## src/rtl/divctrl_pkg.sv

```systemverilog
// Shared types and constants for the divider configuration controller.
package divctrl_pkg;

  localparam int DIV_TARGET_W = 32;
  localparam int MIN_TARGET   = 2;

  typedef enum logic [2:0] {
    IDLE   = 3'd0,
    HALT   = 3'd1,
    CLEAR  = 3'd2,
    SHIFT  = 3'd3,
    RESYNC = 3'd4
  } divctrl_state_e;

endpackage

```

## src/rtl/divctrl_serializer.sv

```systemverilog
// Shifts a target out MSB first: each bit is set up for SCLK_HALF cycles with the clock low,
// then held for SCLK_HALF cycles with the clock high. One-cycle start in, one-cycle last-bit out.
module divctrl_serializer
  import divctrl_pkg::*;
#(
  parameter int SCLK_HALF = 2,
  parameter int TARGET_W  = DIV_TARGET_W
) (
  input  logic                clk,
  input  logic                rst,
  input  logic                i_start,
  input  logic [TARGET_W-1:0] i_data,
  output logic                o_sr_data,
  output logic                o_sr_clk,
  output logic                o_last
);

  localparam int CNT_W = $clog2(TARGET_W) + 1;
  localparam int PH_W  = 8;
  localparam logic [PH_W-1:0]  PH_LAST = PH_W'(SCLK_HALF - 1);
  localparam logic [CNT_W-1:0] BITS    = CNT_W'(TARGET_W);

  logic                r_active;
  logic [TARGET_W-1:0] r_shreg;
  logic [PH_W-1:0]     r_phase;
  logic [CNT_W-1:0]    r_bitcnt;
  logic                r_sclk;

  logic                w_phase_end;
  logic                w_bit_end;
  logic [CNT_W-1:0]    w_bitcnt_nxt;

  assign w_phase_end  = r_active && (r_phase == PH_LAST);
  assign w_bit_end    = w_phase_end && r_sclk;
  assign w_bitcnt_nxt = r_bitcnt + CNT_W'(1);
  assign o_last       = w_bit_end && (w_bitcnt_nxt == BITS);
  assign o_sr_data    = r_shreg[TARGET_W-1];
  assign o_sr_clk     = r_sclk;

  // The bit counter stops at TARGET_W because the serializer goes inactive there.
  always_ff @(posedge clk) begin
    if (rst) begin
      r_active <= 1'b0;
      r_shreg  <= '0;
      r_phase  <= '0;
      r_bitcnt <= '0;
      r_sclk   <= 1'b0;
    end else if (i_start) begin
      r_active <= 1'b1;
      r_shreg  <= i_data;
      r_phase  <= '0;
      r_bitcnt <= '0;
      r_sclk   <= 1'b0;
    end else if (w_phase_end) begin
      r_phase <= '0;
      if (!r_sclk) begin
        r_sclk <= 1'b1;
      end else begin
        r_sclk   <= 1'b0;
        r_bitcnt <= w_bitcnt_nxt;
        r_shreg  <= {r_shreg[TARGET_W-2:0], 1'b0};
        if (w_bitcnt_nxt == BITS) begin
          r_active <= 1'b0;
          r_shreg  <= '0;
        end
      end
    end else if (r_active) begin
      r_phase <= r_phase + PH_W'(1);
    end
  end

endmodule

```

## src/rtl/divider_config_ctrl.sv

```systemverilog
// Loads a divide target into the divider shift register (halt, clear, shift, resync), then re-enables
// the divider from run_request. Optional DIVCTRL_RANGE_CHECK_EN rejects targets below MIN_TARGET.
module divider_config_ctrl
  import divctrl_pkg::*;
#(
  parameter int SCLK_HALF = 2,
  parameter int TARGET_W  = DIV_TARGET_W
) (
  input  logic                sys_clock,
  input  logic                sys_reset,
  input  logic [TARGET_W-1:0] load_target,
  input  logic                load_valid,
  output logic                load_ready,
  input  logic                run_request,
  output logic                load_done,
  output logic                load_error,
  output logic                sr_data,
  output logic                sr_data_clock,
  output logic                sr_div_data_enable,
  output logic                sr_div_data_reset,
  output logic                div_enable,
  output logic                div_reset
);

  divctrl_state_e      r_state;
  divctrl_state_e      w_state_nxt;
  logic [TARGET_W-1:0] r_shadow;
  logic                r_loaded;
  logic                r_done;
  logic                r_div_enable;
  logic                w_accept;
  logic                w_reject;
  logic                w_start;
  logic                w_last;

  assign load_ready = (r_state == IDLE) && !sys_reset;
  assign w_accept   = load_valid && load_ready;

`ifdef DIVCTRL_RANGE_CHECK_EN
  logic r_error;
  assign w_reject   = w_accept && (load_target < TARGET_W'(MIN_TARGET));
  assign load_error = r_error;

  always_ff @(posedge sys_clock) begin
    if (sys_reset) begin
      r_error <= 1'b0;
    end else if (w_accept) begin
      r_error <= w_reject;
    end
  end
`else
  assign w_reject   = 1'b0;
  assign load_error = 1'b0;
`endif

  always_ff @(posedge sys_clock) begin
    if (sys_reset) begin
      r_state <= IDLE;
    end else begin
      r_state <= w_state_nxt;
    end
  end

  always_comb begin
    w_state_nxt = r_state;
    w_start     = 1'b0;
    case (r_state)
      IDLE:   if (w_accept && !w_reject) w_state_nxt = HALT;
      HALT:   w_state_nxt = CLEAR;
      CLEAR: begin
        w_start     = 1'b1;
        w_state_nxt = SHIFT;
      end
      SHIFT:  if (w_last) w_state_nxt = RESYNC;
      RESYNC: w_state_nxt = IDLE;
      default: w_state_nxt = IDLE;
    endcase
  end

  always_ff @(posedge sys_clock) begin
    if (w_accept) begin
      r_shadow <= load_target;
    end
  end

  // A real load takes priority over run_request, so the divider stops the cycle HALT is entered.
  always_ff @(posedge sys_clock) begin
    if (sys_reset) begin
      r_loaded     <= 1'b0;
      r_done       <= 1'b0;
      r_div_enable <= 1'b0;
    end else begin
      r_done <= w_reject || (r_state == RESYNC);
      if (r_state == RESYNC) begin
        r_loaded <= 1'b1;
      end
      if ((r_state == IDLE) && !(w_accept && !w_reject)) begin
        r_div_enable <= run_request && r_loaded;
      end else begin
        r_div_enable <= 1'b0;
      end
    end
  end

  divctrl_serializer #(
    .SCLK_HALF (SCLK_HALF),
    .TARGET_W  (TARGET_W)
  ) u_serializer (
    .clk       (sys_clock),
    .rst       (sys_reset),
    .i_start   (w_start),
    .i_data    (r_shadow),
    .o_sr_data (sr_data),
    .o_sr_clk  (sr_data_clock),
    .o_last    (w_last)
  );

  assign load_done          = r_done;
  assign sr_div_data_enable = (r_state == SHIFT);
  assign sr_div_data_reset  = (r_state == CLEAR);
  assign div_enable         = r_div_enable;
  assign div_reset          = sys_reset || (r_state == RESYNC);

endmodule

```

## config.mk

```make
export PLATFORM = sky130hd
export DESIGN_NAME = divider_config_ctrl
export DESIGN_NICKNAME = d
export VERILOG_FILES = /design/src/rtl/divctrl_pkg.sv /design/src/rtl/divctrl_serializer.sv /design/src/rtl/divider_config_ctrl.sv
export SDC_FILE = /design/constraint.sdc
export NUM_CORES = 1
export LEC_CHECK = 0
export CORE_ASPECT_RATIO = 1.4
export CORE_MARGIN = 4
export CORE_UTILIZATION = 50
export DETAILED_ROUTE_END_ITERATION = 7
export GPL_ROUTABILITY_DRIVEN = 0
export PLACE_DENSITY = 0.74
export SKIP_LAST_GASP = 1
export SLEW_MARGIN = 20
export SYNTH_ARGS = -nofsm -noshare
export SYNTH_HDL_FRONTEND = slang
export SYNTH_SLANG_ARGS = --single-unit
```

## constraint.sdc

```tcl
create_clock -name sys_clock -period 2.4 [get_ports sys_clock]
set_input_delay 0.48 -clock sys_clock [delete_from_list [all_inputs] [get_ports sys_clock]]
set_output_delay 0.48 -clock sys_clock [all_outputs]
set_load 0.05 [all_outputs]
```

# Word level (Yosys, flattened, before mapping)

Index checks and enable logic that the tools add are counted.

Register bits after elaboration: 86
Bits of input ports: 36
Output and inout bits: 9
Logic and storage cells: 55

Add/sub/neg operators: 2
Eq/ne operators: 8
Multiplexer cells: 13
Bitwise logic cells: 1
Reduce and logical (&&, ||, !) cells: 21

Operators by type and width:

| cell                | count |
|---|---|
| $mux 32             | 4 |
| $pmux 3 s4          | 1 |
| $add 8x1->8 const B | 1 |
| $eq 8x1->1 const B  | 1 |
| $logic_and 1x1->1   | 7 |
| $add 6x1->6 const B | 1 |
| $eq 3x2->1 const B  | 2 |
| $eq 6x6->1 const B  | 1 |
| $mux 1              | 6 |
| $mux 3              | 2 |
| $reduce_and 2->1    | 3 |
| $reduce_bool 2->1   | 3 |
| $reduce_or 2->1     | 2 |
| $eq 3x1->1 const B  | 1 |
| $eq 3x3->1 const B  | 1 |
| $logic_not 3->1     | 1 |
| $reduce_and 3->1    | 1 |
| $reduce_or 3->1     | 1 |
| $logic_not 1->1     | 2 |
| $ne 2x1->1 const B  | 1 |
| $ne 2x2->1 const B  | 1 |
| $logic_or 1x1->1    | 1 |
| $not 1->1           | 1 |

# Longest topological paths before layout

Word-level depth: 7
Gate-level depth with buffers: 8
Depth with buffers taken out: 6

# Modules after synthesis

Synthesis repeated with hierarchy kept, for this count alone.

Cells, all modules: 258
Area, all modules: 3589.7 um^2

By module, submodules not included:

| module              | times used | cells an instance | area an instance (um^2) | seq. area each (um^2) |
|---|---|---|---|---|
| divctrl_serializer  | 1          | 200               | 2374.8                  | 960.9 |
| divider_config_ctrl | 1          | 58                | 1214.9                  | 1081.0 |

# Worst setup path after synthesis

Ideal clock, no wire load.

Path type: in2reg
Start: input sys_reset
End: register r_shadow[0], enable pin
Library setup time: 0.392 ns
Arrival: 3.176 ns
Required time: 2.008 ns
Slack: -1.168 ns
Cell stages on the path: 3
Path buffers: 1
Cells stage by stage: clkbuf_1 -> nor4_1 -> and2_1

Cells in the longest elaborated chain, start to end: 3

Ends and longest elaborated chain:

| item                   | RTL line                  | text |
|---|---|---|
| start: declaration     | divider_config_ctrl.sv:10 | `input logic sys_reset,` |
| $logic_not 1->1        | divider_config_ctrl.sv:36 | `assign load_ready = (r_state == IDLE) && !sys_reset;` |
| $logic_and 1x1->1      | divider_config_ctrl.sv:36 |  |
| named net load_ready   | divider_config_ctrl.sv:13 | `output logic load_ready,` |
| $logic_and 1x1->1      | divider_config_ctrl.sv:37 | `assign w_accept = load_valid && load_ready;` |
| named net w_accept     | divider_config_ctrl.sv:31 | `logic w_accept;` |
| end signal: assignment | divider_config_ctrl.sv:82 | `r_shadow <= load_target;` |
| end: declaration       | divider_config_ctrl.sv:27 | `logic [TARGET_W-1:0] r_shadow;` |

The timed path passes the listed nets, and every way through them passes these cells.
A chain may end at the register's enable or synchronous reset.

# Worst setup path after layout

Start: register u_serializer.r_sclk (netlist: u_serializer.o_sr_clk)
End: output sr_data_clock

RTL lines:

| item                     | RTL line                  | text |
|---|---|---|
| start: declaration       | divctrl_serializer.sv:27  | `logic r_sclk;` |
| start signal: assignment | divctrl_serializer.sv:47  | `r_sclk <= 1'b0;` |
| start signal: assignment | divctrl_serializer.sv:53  | `r_sclk <= 1'b0;` |
| start signal: assignment | divctrl_serializer.sv:57  | `r_sclk <= 1'b1;` |
| end: declaration         | divider_config_ctrl.sv:18 | `output logic sr_data_clock,` |

No word-level cell between the ends.

==> reports/metrics.yaml <==
ir_worst_vdd_v: 0.000719
antenna_found_initial: 0
p_leak_nw: 1.40
final_hold_viol_count: 0
vias_per_cell: 5.59
drc: 0
synth_area_per_cell_sq_um: 11.2
grt_overflow: 0
cts_hold_buf: 0
rows: 34
drv_cap: 0
crit_path_start_kind: "register"
routedWlPerCell_microns: 14.0
timing.slew.headroom: 0.497
critical_path.cell_chain: "clkdlybuf4s50_1"
die-area_sq_mm: 0.00786
setup_viol: 0
syn_nets: 328
ys_ff_latch: 86
initial_core_util: 0.519
post-synth-top-area-cell: "dfxtp_1"
coreArea_sq_mm: 0.00625
synth_edf_count: 32
async_flop_share: 0
crit_fanout: 6
critPathBufInv: 1
gr-usage-all-layers: 0.151
antenna_cells: 0
drt_wl_total_microns: 5720
drive_gt1_frac: 0.107
synth_top_area_frac: 0.333
arrival_ns: 1.67
yosysMostFrequentCell: "nand2_1"
die_y_microns: 103
endpoint_kind: "output port"
cp.depth: 1
synth_area_sq_mm: 0.00325
finalSetupTns_ns: 0
grt_max_degree: 33
synth_cell_types: 44
critical_path.slowest_cell: "clkdlybuf4s50_1"
synth_area_leaders: "dfxtp_1 33%, edfxtp_1 30%, nand2_1 8.6%"
min_path_cells: 2
max_freq_mhz: 465
hold_ws_ns: 0.454
hold_path.class: "reg -> reg"
syn_to_final_growth_pct: 23.6
post_cts_buffers: 0
vias: 2292
synth_ff_type: "dfxtp_1"
min_period_ns: 2.15
startpoint: "u_serializer.o_sr_clk$_SDFFE_PP0P_"
synthTopCellsByCount: "74 x nand2_1, 54 x dfxtp_1, 32 x edfxtp_1"
postRouteAntennaNets: 0
yosysSeqAreaShare: 0.629
cts_buffers: 9
grt_pass1_vias: 2166
fin_skew_ns: 0.00719
grt_pass1_wl_microns: 9320
reg2reg_from: "u_serializer.r_phase[0]$_SDFFE_PP0P_"
crit_required_ns: 1.92
port_buffers: 43
yosysWarningCount: 0
fp.dieW_microns: 76.1
status: "finished clean"
min_from: "r_shadow[26]$_DFFE_PP_"
io_pins: 45
cts_max_level: 3
worst_pin_slew_ns: 0.751
post_cts_resize_count: 0
cts-root-buf: "clkbuf_8"
crit_family: "buffers and inverters"
rsz0062_at_grt: "no"
fin_crit_sh: 0.896
place_hpwl_microns: 3870
max_stage_delay_ns: 0.86
cts_buffer_depth: 2
slew_violations: 0
drt-initial-drc-count: 91
crit_type: "reg -> out"
drtPass1Iterations: 5
synth_cells: 289
clk-insertion-delay-late_ns: 0.35
cts_num_sinks: 86
p_per_area_mw_per_mm2: 725
cts_tree: "built"
final_nets: 372
clk_pin_slew_ns: 0.08
ff2ff_path_depth: 5
-- final cells by class --
class / instances / area (sq um)
timing repair buffer: 50 / 515
clock inverter: 6 / 86.3
sequential: 86 / 2040
inverter: 1 / 3.75
multi-input combinational: 185 / 1140
clock buffer: 10 / 128
tap: 72 / 90.1
fill: 491 / 2240
-- cell families (layout without fill, tap and decap cells) --
| family | Yosys count | in the layout | synth area share |
|---|---|---|---|
| DFF | 86 | 86 | 0.629 |
| muxes | 1 | 1 | 0.00308 |
| buffers and inverters | 18 | 67 | 0.0278 |
| other | 1 | 1 | 0.00116 |
| xor gates and xnor gates | 11 | 11 | 0.0297 |
| and+or+nand+nor | 123 | 123 | 0.185 |
| adders and majority gates | 3 | 3 | 0.0116 |
| AOI/OAI and AO/OA | 46 | 46 | 0.112 |
-- worst paths after layout --
| path | slack [ns] | end |
|---|---|---|
| max | 0.25 | sr_data_clock |
| min | 0.45 | u_serializer.r_shreg[26]$_SDFFE_PP0P_ |
| max reg2reg | 0.38 | u_serializer.r_shreg[6]$_SDFFE_PP0P_ |
| min reg2reg | 0.45 | u_serializer.r_shreg[26]$_SDFFE_PP0P_ |
-- report_power, final --
group	total [mW]	internal, mW	switching, mW	leakage (nW)
sequential	1.60	1.58	0.0269	0.734
combinational	0.236	0.118	0.118	0.559
clock	1.07	0.585	0.485	0.108
-- routing by layer --
layer | global-route usage | vias up | wire length [microns] | share of wire
met2 | 0.278 | 42 | 3030 | 0.53
met3 | 0.0433 | 10 | 231 | 0.040
met5 | 0 | - | 0 | 0
met4 | 0.0808 | 0 | 118 | 0.021
li1 | - | 1129 | - | -
met1 | 0.155 | 1111 | 2340 | 0.41
-- state kept, by name, indices dropped and copies added, names as in the netlist --
register and cells:
r_shadow 32, u_serializer.r_shreg 32, u_serializer.r_phase 8, u_serializer.r_bitcnt 6, r_state 3, div_enable 1
load_done 1, r_loaded 1, u_serializer.o_sr_clk 1, u_serializer.r_active 1
-- stage by stage --
step                      utilization  area (sq um)  setup WS (ns)  std cells  total power, mW
final                           0.641          4010          0.249        410             2.91
after global routing            0.641          4010          0.180        410             3.03
after CTS                       0.640          4000         0.0393        410             2.94
after detailed placement        0.605          3790          0.166        394             1.88
after global placement          0.605          3790          0.218        394             1.87
after floorplan                     -          3270          0.149        289             1.76
-- placed cells by master (no fill, tap or decap), types with 2 or more instances in the layout --
cell / n
dfxtp_1: 54
a32oi_1: 2
and3b_1: 2
nor4b_4: 2
buf_4: 7
nor3_1: 2
nand2b_1: 2
nand2_1: 74
clkdlybuf4s50_1: 39
o21ai_0: 4
clkinv_4: 2
edfxtp_1: 32
buf_12: 3
clkbuf_8: 9
a21oi_1: 5
o221ai_1: 29
nand3_1: 2
nand4_1: 4
xnor2_1: 5
nor2_1: 18
ha_1: 3
bufinv_16: 2
xor2_1: 6
Note: power is estimated with default switching activity, not from simulation.
